## config.mk

```make
export PLATFORM = sky130hd
export DESIGN_NAME = serial_addsub
export DESIGN_NICKNAME = d
export VERILOG_FILES = /design/src/rtl/sap_pkg.sv /design/src/rtl/fa.sv /design/src/rtl/serial_addsub.sv
export SDC_FILE = /design/constraint.sdc
export NUM_CORES = 1
export LEC_CHECK = 0
export CORE_MARGIN = 1
export CORE_UTILIZATION = 54
export CTS_BUF_LIST = sky130_fd_sc_hd__clkbuf_2 sky130_fd_sc_hd__clkbuf_4 sky130_fd_sc_hd__clkbuf_8
export DETAILED_ROUTE_END_ITERATION = 12
export PLACE_DENSITY = 0.81
export SLEW_MARGIN = 25
export SYNTH_ARGS = -nofsm -noshare
export SYNTH_HDL_FRONTEND = slang
export SYNTH_SLANG_ARGS = --single-unit
```

## constraint.sdc

```tcl
create_clock -name CLK -period 1.7 [get_ports CLK]
set_input_delay 0.255 -clock CLK [delete_from_list [all_inputs] [get_ports CLK]]
set_output_delay 0.255 -clock CLK [all_outputs]
set_load 0.005 [all_outputs]
```

## src/rtl/sap_pkg.sv

```systemverilog
// Shared SAP datapath package.
// Holds the sequencing state type of the bit-serial adder/subtractor.
package sap_pkg;

  typedef enum logic [1:0] {
    IDLE  = 2'd0,
    SHIFT = 2'd1,
    DONE  = 2'd2
  } serial_state_t;

endpackage

```

## src/rtl/fa.sv

```systemverilog
// Gate-level one-bit full adder.
// Ports:
//   a, b  : addend bits
//   cin   : carry in
//   sum   : a ^ b ^ cin
//   carry : majority(a, b, cin)
module fa (
  input  logic a,
  input  logic b,
  input  logic cin,
  output logic sum,
  output logic carry
);

  logic axb;

  assign axb   = a ^ b;
  assign sum   = axb ^ cin;
  assign carry = (a & b) | (axb & cin);

endmodule

```

## src/rtl/serial_addsub.sv

```systemverilog
// Bit-serial adder/subtractor, one result bit per clock through a single fa.
// Subtraction is A + ~B + 1, with the +1 supplied by presetting the carry flop.
// Ports:
//   CLK, CLR_N : clock, asynchronous active-low reset
//   START      : request, accepted only in IDLE
//   SUB        : 0 = A+B, 1 = A-B (sampled with START)
//   A, B       : operands (sampled with START)
//   BUSY       : bit-steps in progress
//   DONE       : one-cycle pulse, S/COUT/OVF newly valid
//   S          : result, held until the next completion
//   COUT       : carry out of the MSB (for SUB, 1 = no borrow)
//   OVF        : two's-complement overflow
//
// state | meaning
// IDLE  | waiting for START; operands loaded on acceptance
// SHIFT | one fa step per edge, LSB first, WIDTH steps
// DONE  | result valid pulse, START ignored
module serial_addsub #(
  parameter int WIDTH = 8
) (
  input  logic             CLK,
  input  logic             CLR_N,
  input  logic             START,
  input  logic             SUB,
  input  logic [WIDTH-1:0] A,
  input  logic [WIDTH-1:0] B,
  output logic             BUSY,
  output logic             DONE,
  output logic [WIDTH-1:0] S,
  output logic             COUT,
  output logic             OVF
);

  import sap_pkg::*;

  localparam int CNT_W = (WIDTH > 1) ? $clog2(WIDTH) : 1;
  localparam logic [CNT_W-1:0] LAST_STEP = CNT_W'(WIDTH - 1);

  serial_state_t state, state_nxt;

  logic [WIDTH-1:0] ra, rb, res;
  logic [CNT_W-1:0] cnt;
  logic             cy;
  logic             fa_sum, fa_carry;
  logic             last_step;

  fa u_fa (
    .a     (ra[0]),
    .b     (rb[0]),
    .cin   (cy),
    .sum   (fa_sum),
    .carry (fa_carry)
  );

  assign last_step = (cnt == LAST_STEP);

  always_comb begin
    state_nxt = state;
    case (state)
      sap_pkg::IDLE:  if (START) state_nxt = sap_pkg::SHIFT;
      sap_pkg::SHIFT: if (last_step) state_nxt = sap_pkg::DONE;
      sap_pkg::DONE:  state_nxt = sap_pkg::IDLE;
      default:        state_nxt = sap_pkg::IDLE;
    endcase
  end

  // BUSY/DONE are flopped from the next state so they are true register outputs.
  always_ff @(posedge CLK or negedge CLR_N) begin
    if (!CLR_N) begin
      state <= sap_pkg::IDLE;
      BUSY  <= 1'b0;
      DONE  <= 1'b0;
    end else begin
      state <= state_nxt;
      BUSY  <= (state_nxt == sap_pkg::SHIFT);
      DONE  <= (state_nxt == sap_pkg::DONE);
    end
  end

  always_ff @(posedge CLK or negedge CLR_N) begin
    if (!CLR_N) begin
      ra   <= '0;
      rb   <= '0;
      res  <= '0;
      cy   <= 1'b0;
      cnt  <= '0;
      S    <= '0;
      COUT <= 1'b0;
      OVF  <= 1'b0;
    end else begin
      case (state)
        sap_pkg::IDLE: begin
          if (START) begin
            ra  <= A;
            rb  <= SUB ? ~B : B;
            cy  <= SUB;
            cnt <= '0;
          end
        end
        sap_pkg::SHIFT: begin
          res <= {fa_sum, res[WIDTH-1:1]};
          ra  <= {1'b0, ra[WIDTH-1:1]};
          rb  <= {1'b0, rb[WIDTH-1:1]};
          cy  <= fa_carry;
          cnt <= cnt + 1'b1;
          if (last_step) begin
            S    <= {fa_sum, res[WIDTH-1:1]};
            COUT <= fa_carry;
            // cy still holds the carry into the MSB on the final step
            OVF  <= fa_carry ^ cy;
          end
        end
        default: ;
      endcase
    end
  end

endmodule

```

# Word level (Yosys, flattened, before mapping)
# Index checks and enable logic that the tools add are counted.
[op_classes]
n_bitwise = 7
n_eq_ne = 5
n_reduce_logical = 4
n_addsub = 1
n_mux = 12
[op_table]
columns = ["operator", "n"]
rows = [
  ["$pmux 8 s2", 2],
  ["$mux 8", 3],
  ["$not 8->8", 1],
  ["$pmux 3 s2", 1],
  ["$eq 2x1->1 const B", 2],
  ["$mux 2", 2],
  ["$pmux 2 s2", 1],
  ["$reduce_and 2->1", 2],
  ["$add 3x1->3 const B", 1],
  ["$eq 3x3->1 const B", 1],
  ["$mux 3", 1],
  ["$xor 1x1->1", 3],
  ["$and 1x1->1", 2],
  ["$eq 2x2->1 const B", 1],
  ["$logic_not 2->1", 1],
  ["$ne 2x2->1 const B", 1],
  ["$pmux 1 s2", 1],
  ["$reduce_bool 2->1", 1],
  ["$mux 1", 1],
  ["$or 1x1->1", 1],
]
[totals]
word_cells = 40
register_bits = 42
output_inout_bits = 12
in_bits = 20

# Logic depth before layout (Yosys ltp)
[logic_depth]
ltp_word = 4
mapped_depth = 6
ltp_nobuf = 5

# By module
# A second synthesis with hierarchy kept.
[hier_totals]
hier_cells = 160
area_unflattened_um2 = 1903.1
[by_module_without_submodules]
columns = ["module", "seq_area_each_um2", "n_inst", "area_each_um2", "cells_each"]
rows = [
  ["serial_addsub", 1026.0, 1, 1883.1, 159],
  ["fa", 0.0, 1, 20.0, 1],
]

# Least setup slack after synthesis
# Ideal clock, no wire load.
[synth_timing]
path_kind = "flip-flop to flip-flop"
start = "register cnt[0]"
end = "register COUT"
n_path_buf = 1
setup_ps = 125
t_required_ps = 1575
path_slack_ps = 267
stages_incl_launch_ff = 6
synth_period_minus_slack_ps = 1433
t_arrival_ps = 1308
cell_sequence = "dfrtp_1 > ha_1 > ha_1 > nand3b_4 > buf_6 > mux2_4"
[synth_via]
elab_chain_len = 2
[synth_lines]
columns = ["element", "line", "text"]
rows = [
  ["from (decl)", "serial_addsub.sv:42", "logic [CNT_W-1:0] cnt;"],
  ["from (signal assigned)", "serial_addsub.sv:105", "cnt <= cnt + 1'b1;"],
  ["$eq 3x3->1", "serial_addsub.sv:55", "assign last_step = (cnt == LAST_STEP);"],
  ["$reduce_and 2->1 (no source line)", "--", ""],
  ["to (signal assigned)", "serial_addsub.sv:108", "COUT <= fa_carry;"],
  ["to (decl)", "serial_addsub.sv:30", "output logic COUT,"],
]
# No other way between the ends.
# A chain may end at the register's enable or synchronous reset.

# Final worst setup path
[layout_timing]
start = "register cnt[0]"
end = "register S[5]"
[layout_via]
elab_chain_len = 2
[layout_lines]
columns = ["element", "line", "text"]
rows = [
  ["$eq 3x3->1", "serial_addsub.sv:55", ""],
  ["$reduce_and 2->1 (no source line)", "--", ""],
  ["to (signal assigned)", "serial_addsub.sv:107", "S <= {fa_sum, res[WIDTH-1:1]};"],
  ["to (decl)", "serial_addsub.sv:29", "output logic [WIDTH-1:0] S,"],
]
# No other way between the ends.

==> results.txt <==
Skew-Pair Late Insertion Delay: 0.35 ns
total routed wirelength: 3485 µm
result of the run: finished, final reports clean
count of H-tree levels built during CTS: 2
clock tree from TritonCTS: done
TritonCTS buffer count: 5
number of nets produced by synthesis: 173
final critical delay including setup and external delays: 1.535 ns
Critical Path Fanout Max: 13
post-route fraction of the period consumed by the critical path: 0.9031
Routability Congestion: 0.8104
Setup Viol. Count Final: 0
sink count of the clock tree: 41
total number of nets in the final design: 210
Worst-path clk slew: 0.12 ns
maximum VDD drop: 0.7955 mV
RSZ-0062 raised after global routing: no
cts repair resizes: 0
stage delay of the slowest cell on the critical path: 0.42 ns
layout cell share with drive strength beyond 1: 0.2340
GR Util All Layers: 0.2218
n_diodes: 0
filler cell count in the final layout: 231
distinct cell type count of the synthesized netlist: 25
Yosys top cell by area: dfrtp_1
post-placement cell count: 225
count of buffers from port buffering: 31
share of synthesized area occupied by flip-flops and latches: 0.5430
mean cell area of the mapped netlist: 12.60 µm²
pin slew with the least headroom to its limit: 0.6068 ns
Die X-Extent: 61.15 µm
cell breakdown of the critical path: ha_1 -> ha_1 -> nand3b_4 -> mux2_2
pwr/cell area: 1634 mW/mm²
Syn Inst Count: 150
critical path required time: 1.94 ns
Top Family by Delay on Critical Path: adder cells
dominant cell type by count on the critical path: ha_1
Crit. End Element: register
per-cell routed wire length: 14.89 µm
post-synthesis sequential element count: 41
type of the worst setup path: register to register
total leakage power: 1.031 nW
summed instance area of the synthesized netlist: 0.001889 mm²
worst clock skew: 0.01700 ns
yosys warns: 0
overall power: 3.828 mW
Max Root-Sink Buffers: 2
non-filler cells, final: 234
CTS root buffer: clkbuf_4
via count: 1,264
grt total ovfl: 0
max_cap viols: 0
HPWL after detailed placement: 2506 µm
global-route wire length before repair: 5761 µm
arrival time at the worst endpoint: 1.78 ns
cell with the largest stage delay on the worst path: dfrtp_1
Final Hold Vio Count: 0
die area: 0.003739 mm²
share of Yosys cell area claimed by the top area cell type: 0.5430
number of antenna violations at the first check in global routing: 0
Site Rows: 21
P&R area growth vs syn: 23.97%
total negative slack for setup checks: 0 ns
number of DRC markers after the initial detailed-route iteration: 58
number of iterations in the first detailed-routing pass: 4
number of buffers and inverters on the critical path: 0
worst slew slack as a fraction of its limit: 0.5952
CORE AREA: 0.003337 mm²
kind of start point of the critical path: register
vias per cell: 5.402
io pins: 32
top cells by area in the synthesized netlist: dfrtp_1 (54%), mux2_2 (6.6%), mux2_4 (4.8%), o221ai_2 (4.8%), xnor2_1 (4.2%)
Fmax achieved: 0.6513 GHz
maximum number of pins on one net before global-route repair: 42
path class of the lowest-slack min-delay path: primary input to async pin
count of antenna-violating nets left after detailed routing: 0
initial standard-cell utilization of the core: 0.5662
remaining routing DRC violations: 0
Max Slew Vio Count: 0
via count of the first global-routing pass: 1,302
Die Span Y: 61.15 µm
## flip-flops by register name, indices dropped and copies added, names as in the netlist, 2 cells and up
signal,cells
rb,8
ra,8
cnt,3
state,2
res,7
S,8
## kinds of logic (layout without fill, tap and decap cells)
family / Yosys count / in the layout / share of synthesized area
muxes: 17 / 17 / 0.1132
DFF: 41 / 41 / 0.5430
xor gates and xnor gates: 9 / 9 / 0.04172
buffers and inverters: 14 / 52 / 0.04437
and+or+nand+nor: 31 / 31 / 0.08344
AOI/OAI and AO/OA: 35 / 35 / 0.1503
adders and majority gates: 3 / 3 / 0.02384
## through the flow
stage	instance area (µm²)	setup slack [ns]	util	hold slack (ns)
final	2342	0.1647	0.7019	0.4925
after global routing	2342	0.1278	0.7019	0.5220
after CTS	2342	0.1534	0.7019	0.4774
after detailed placement	2243	0.05998	0.6723	0.3394
after global placement	2243	0.2022	0.6723	0.3342
after floorplan	1889	0.2669	-	-0.04059
## cells in the final DEF, fill, tap and decap left out
cell and count:
o21ai_1 2, nand3b_4 1, a22o_1 2, o221ai_2 6, dfrtp_1 41, dlygate4sd3_1 1
clkbuf_4 6, o211ai_2 1, a22oi_1 9, o21bai_2 1, a32o_1 1, inv_1 4
bufinv_16 1, nor2_1 3, ha_1 2, a21oi_1 5, clkdlybuf4s50_1 30, mux2_4 6
fa_1 1, buf_4 8, nand2_1 19, nor2b_1 7, buf_2 1, mux2_2 11
o21ai_0 8, nand2_4 1, xnor2_1 9, clkbuf_8 1
## path summary, 6_finish.rpt
kind | startpoint | end | slack [ns] | depth (start not counted)
max | cnt[0] | S[5] | 0.16 | 4
max in group asynchronous | CLR_N | ra[2] | 0.85 | 3
max reg2reg | cnt[0] | S[5] | 0.16 | 4
min in group CLK | ra[2] | ra[2] | 0.50 | 2
min | CLR_N | ra[5] | 0.49 | 3
min reg2reg | ra[2] | ra[2] | 0.50 | 2
## per-layer routing
layer,wire length [µm],part of all wire,track usage
met1,1515,0.43,0.2647
met2,1759,0.50,0.3665
met3,197,0.057,0.08193
met4,12,0.0034,0.08442
met5,0,0,0
## Yosys cell counts
cell type and n:
mux2_2 11, fa_1 1, nor2_1 3, nand2_4 1, o21ai_0 8, o21ai_1 2, inv_1 4, clkbuf_1 1
a22oi_1 9, mux2_4 6, nor2b_1 7, xnor2_1 9, a32o_1 1, buf_6 2, buf_4 3, a21oi_1 5
dfrtp_1 41, ha_1 2, nand3b_4 1, nand2_1 19, o21bai_2 1, o211ai_2 1, o221ai_2 6, buf_2 4
a22o_1 2
## power breakdown
| part | switching, mW | leakage (nW) | internal (mW) |
|---|---|---|---|
| sequential | 0.294 | 0.517 | 1.39 |
| clock | 0.306 | 0.0489 | 0.367 |
| combinational | 0.586 | 0.465 | 0.889 |
| total | 1.19 | 1.03 | 2.64 |
## cell type report
| class | instances | area (µm²) | share of cell area |
|---|---|---|---|
| timing repair buffer | 40 | 375.4 | 0.1603 |
| clock inverter | 1 | 30.03 | 0.01282 |
| multi-input combinational | 95 | 779.5 | 0.3328 |
| tap | 46 | 57.56 | 0.02457 |
| clock buffer | 7 | 58.81 | 0.02511 |
| inverter | 4 | 15.01 | 0.006410 |
| sequential | 41 | 1026 | 0.4380 |
## what timing repair did
item | 4_1_cts | 5_1_grt
hold buffers | 1 | 0
setup buffers | 0 | 0
endpoints found under the hold margin | 41 | 0
## worst reg2reg max path, cell delays in order, from the launching register on
cell and delay (ns):
dfrtp_1 0.42, ha_1 0.21, ha_1 0.22, nand3b_4 0.21, mux2_2 0.37
Note: power is estimated with default switching activity, not from simulation.
==> patch 1, RTL diff (config.mk and constraints unchanged) <==
Change the parameter `WIDTH` from 8 to 16.
--- a/src/rtl/serial_addsub.sv
+++ b/src/rtl/serial_addsub.sv
@@ -18,3 +18,3 @@
 module serial_addsub #(
-  parameter int WIDTH = 8
+  parameter int WIDTH = 16
 ) (
Ports: changed (resized A, B and S); port bits go from 32 to 56. No check against the original RTL was run, so the function may have changed too.
==> patch 1 against the original RTL <==
- synthesized area rose by 74%
- cell area increased by 76%
- global-route usage is 1.1 points higher
- first-iteration DRC count grew to 2.9 times the old value
- wire length rose by 86%
- clock skew fell by 8.3 ps
- non-clock buffer count rose by 30
- total power grew 72%
- worst setup slack got worse by 48 ps
- cell count up 88%
- sequential cell count is 33 higher
==> patch 1: results (changes against the original RTL) <==
Placed Area=3956 µm² (+76%); run status=finished clean; Initial DRT Pass Iterations=5 (+1); antenna violations before repair=0 (unchanged); Detailed Route Iter0 Violations=166 (+190%); DP Cell Count=424 (+88%); syn nets=338 (+95%); Vias/cell=5.554 (+2.8%); setup slack after placement=63.35 ps (+3.368 ps); # port buffers=55 (+77%); met2 usage=37.86% (+1.2 points); GP Congestion=0.7664 (-5.4%); CTS Buf Count=9 (+4); pin count of the biggest net entering global routing=47 (+12%); Synth area leaders=dfrtp_1 (56%), nand2_1 (10%), xnor2_1 (4.3%), mux2_4 (4.1%), a22oi_1 (3.9%); Layout Nets=399 (+90%); xor/xnor cell area share of the yosys netlist=4.523% (+0.35 points); synth cell count leaders=nand2_1 (89), dfrtp_1 (74), a22oi_1 (17), xnor2_1 (16), o221ai_1 (14); routed wl met3=243 µm (+23%); CP delay by family, top=flip-flops; Max FO, Critical Path=14 (+1); Max Clock Skew=8.681 ps (-8.317 ps); grt met3 use=5.455% (-2.7 points); Highest Signal Layer=met4; share of cells above drive strength 1=14.84% (-8.6 points); Filler Cell Count=450 (+95%); clock root buffer master=clkbuf_8; final std cells w/o fill=439 (+88%); Reg clk slew, reported paths=70 ps (-50 ps); ant diodes=0 (unchanged); post-synthesis cell type count=33 (+32%); slowest stage delay, CP=380 ps (-40 ps); DR WL/cell=14.76 µm (-0.89%); Worst EP arrival=1810 ps (+30 ps); Routed met2 length=3245 µm (+84%); H-tree level count=3 (+1); Adder-Cell Fraction of Synth Area=0.9882% (-1.4 points); Max Root-Sink Buffers=2 (unchanged); top flop regs=S (16), ra (16), rb (16); post-DP HPWL=4398 µm (+76%); post-synthesis mux area share=7.526% (-3.8 points); vias in the first global route=2,390 (+84%); sequential share of the synthesized area=56.25% (+1.9 points); Least-Margin Pin Slew=473.3 ps (-133.5 ps); Synth Area per Inst=10.97 µm² (-13%); GRT Util Overall=23.26% (+1.1 points); Lkg Pwr=1.827 nW (+77%); Peak supply drop=0.0008481 V (+6.6%); first-pass GRT wire length=11,180 µm (+94%); grt met1 use=30.36% (+3.9 points); post-synthesis compound-gate area fraction=12.88% (-2.1 points); wl on met1=2879 µm (+90%)
[patch 1: final timing paths]
check | slack [ps] | to | cells past startpoint
setup / recovery | 120 | S[4]$_DFFE_PN0P_ | 5
hold / removal | 370 | S[9]$_DFFE_PN0P_ | 2
setup reg to reg | 120 | S[4]$_DFFE_PN0P_ | 5
hold reg to reg | 480 | ra[14]$_DFFE_PN0P_ | 2
max in group asynchronous | 770 | rb[12]$_DFFE_PN0P_ | 3
min in group CLK | 480 | ra[14]$_DFFE_PN0P_ | 2
[patch 1: layout make-up]
cell class,instances,area [µm²],share of cell area [%]
repair buffers,70,700.7,16.96
clock buffers,11,145.1,3.513
multi-input cells,205,1319,31.92
inverters,1,3.754,0.09085
clock inverters,3,17.52,0.4240
flip-flops and latches,74,1852,44.82
well taps,75,93.84,2.271
[patch 1: power by group]
group,internal (mW),switching [mW]
sequential,2.45,0.490
combinational,1.30,1.17
clock,0.564,0.617
total,4.31,2.27
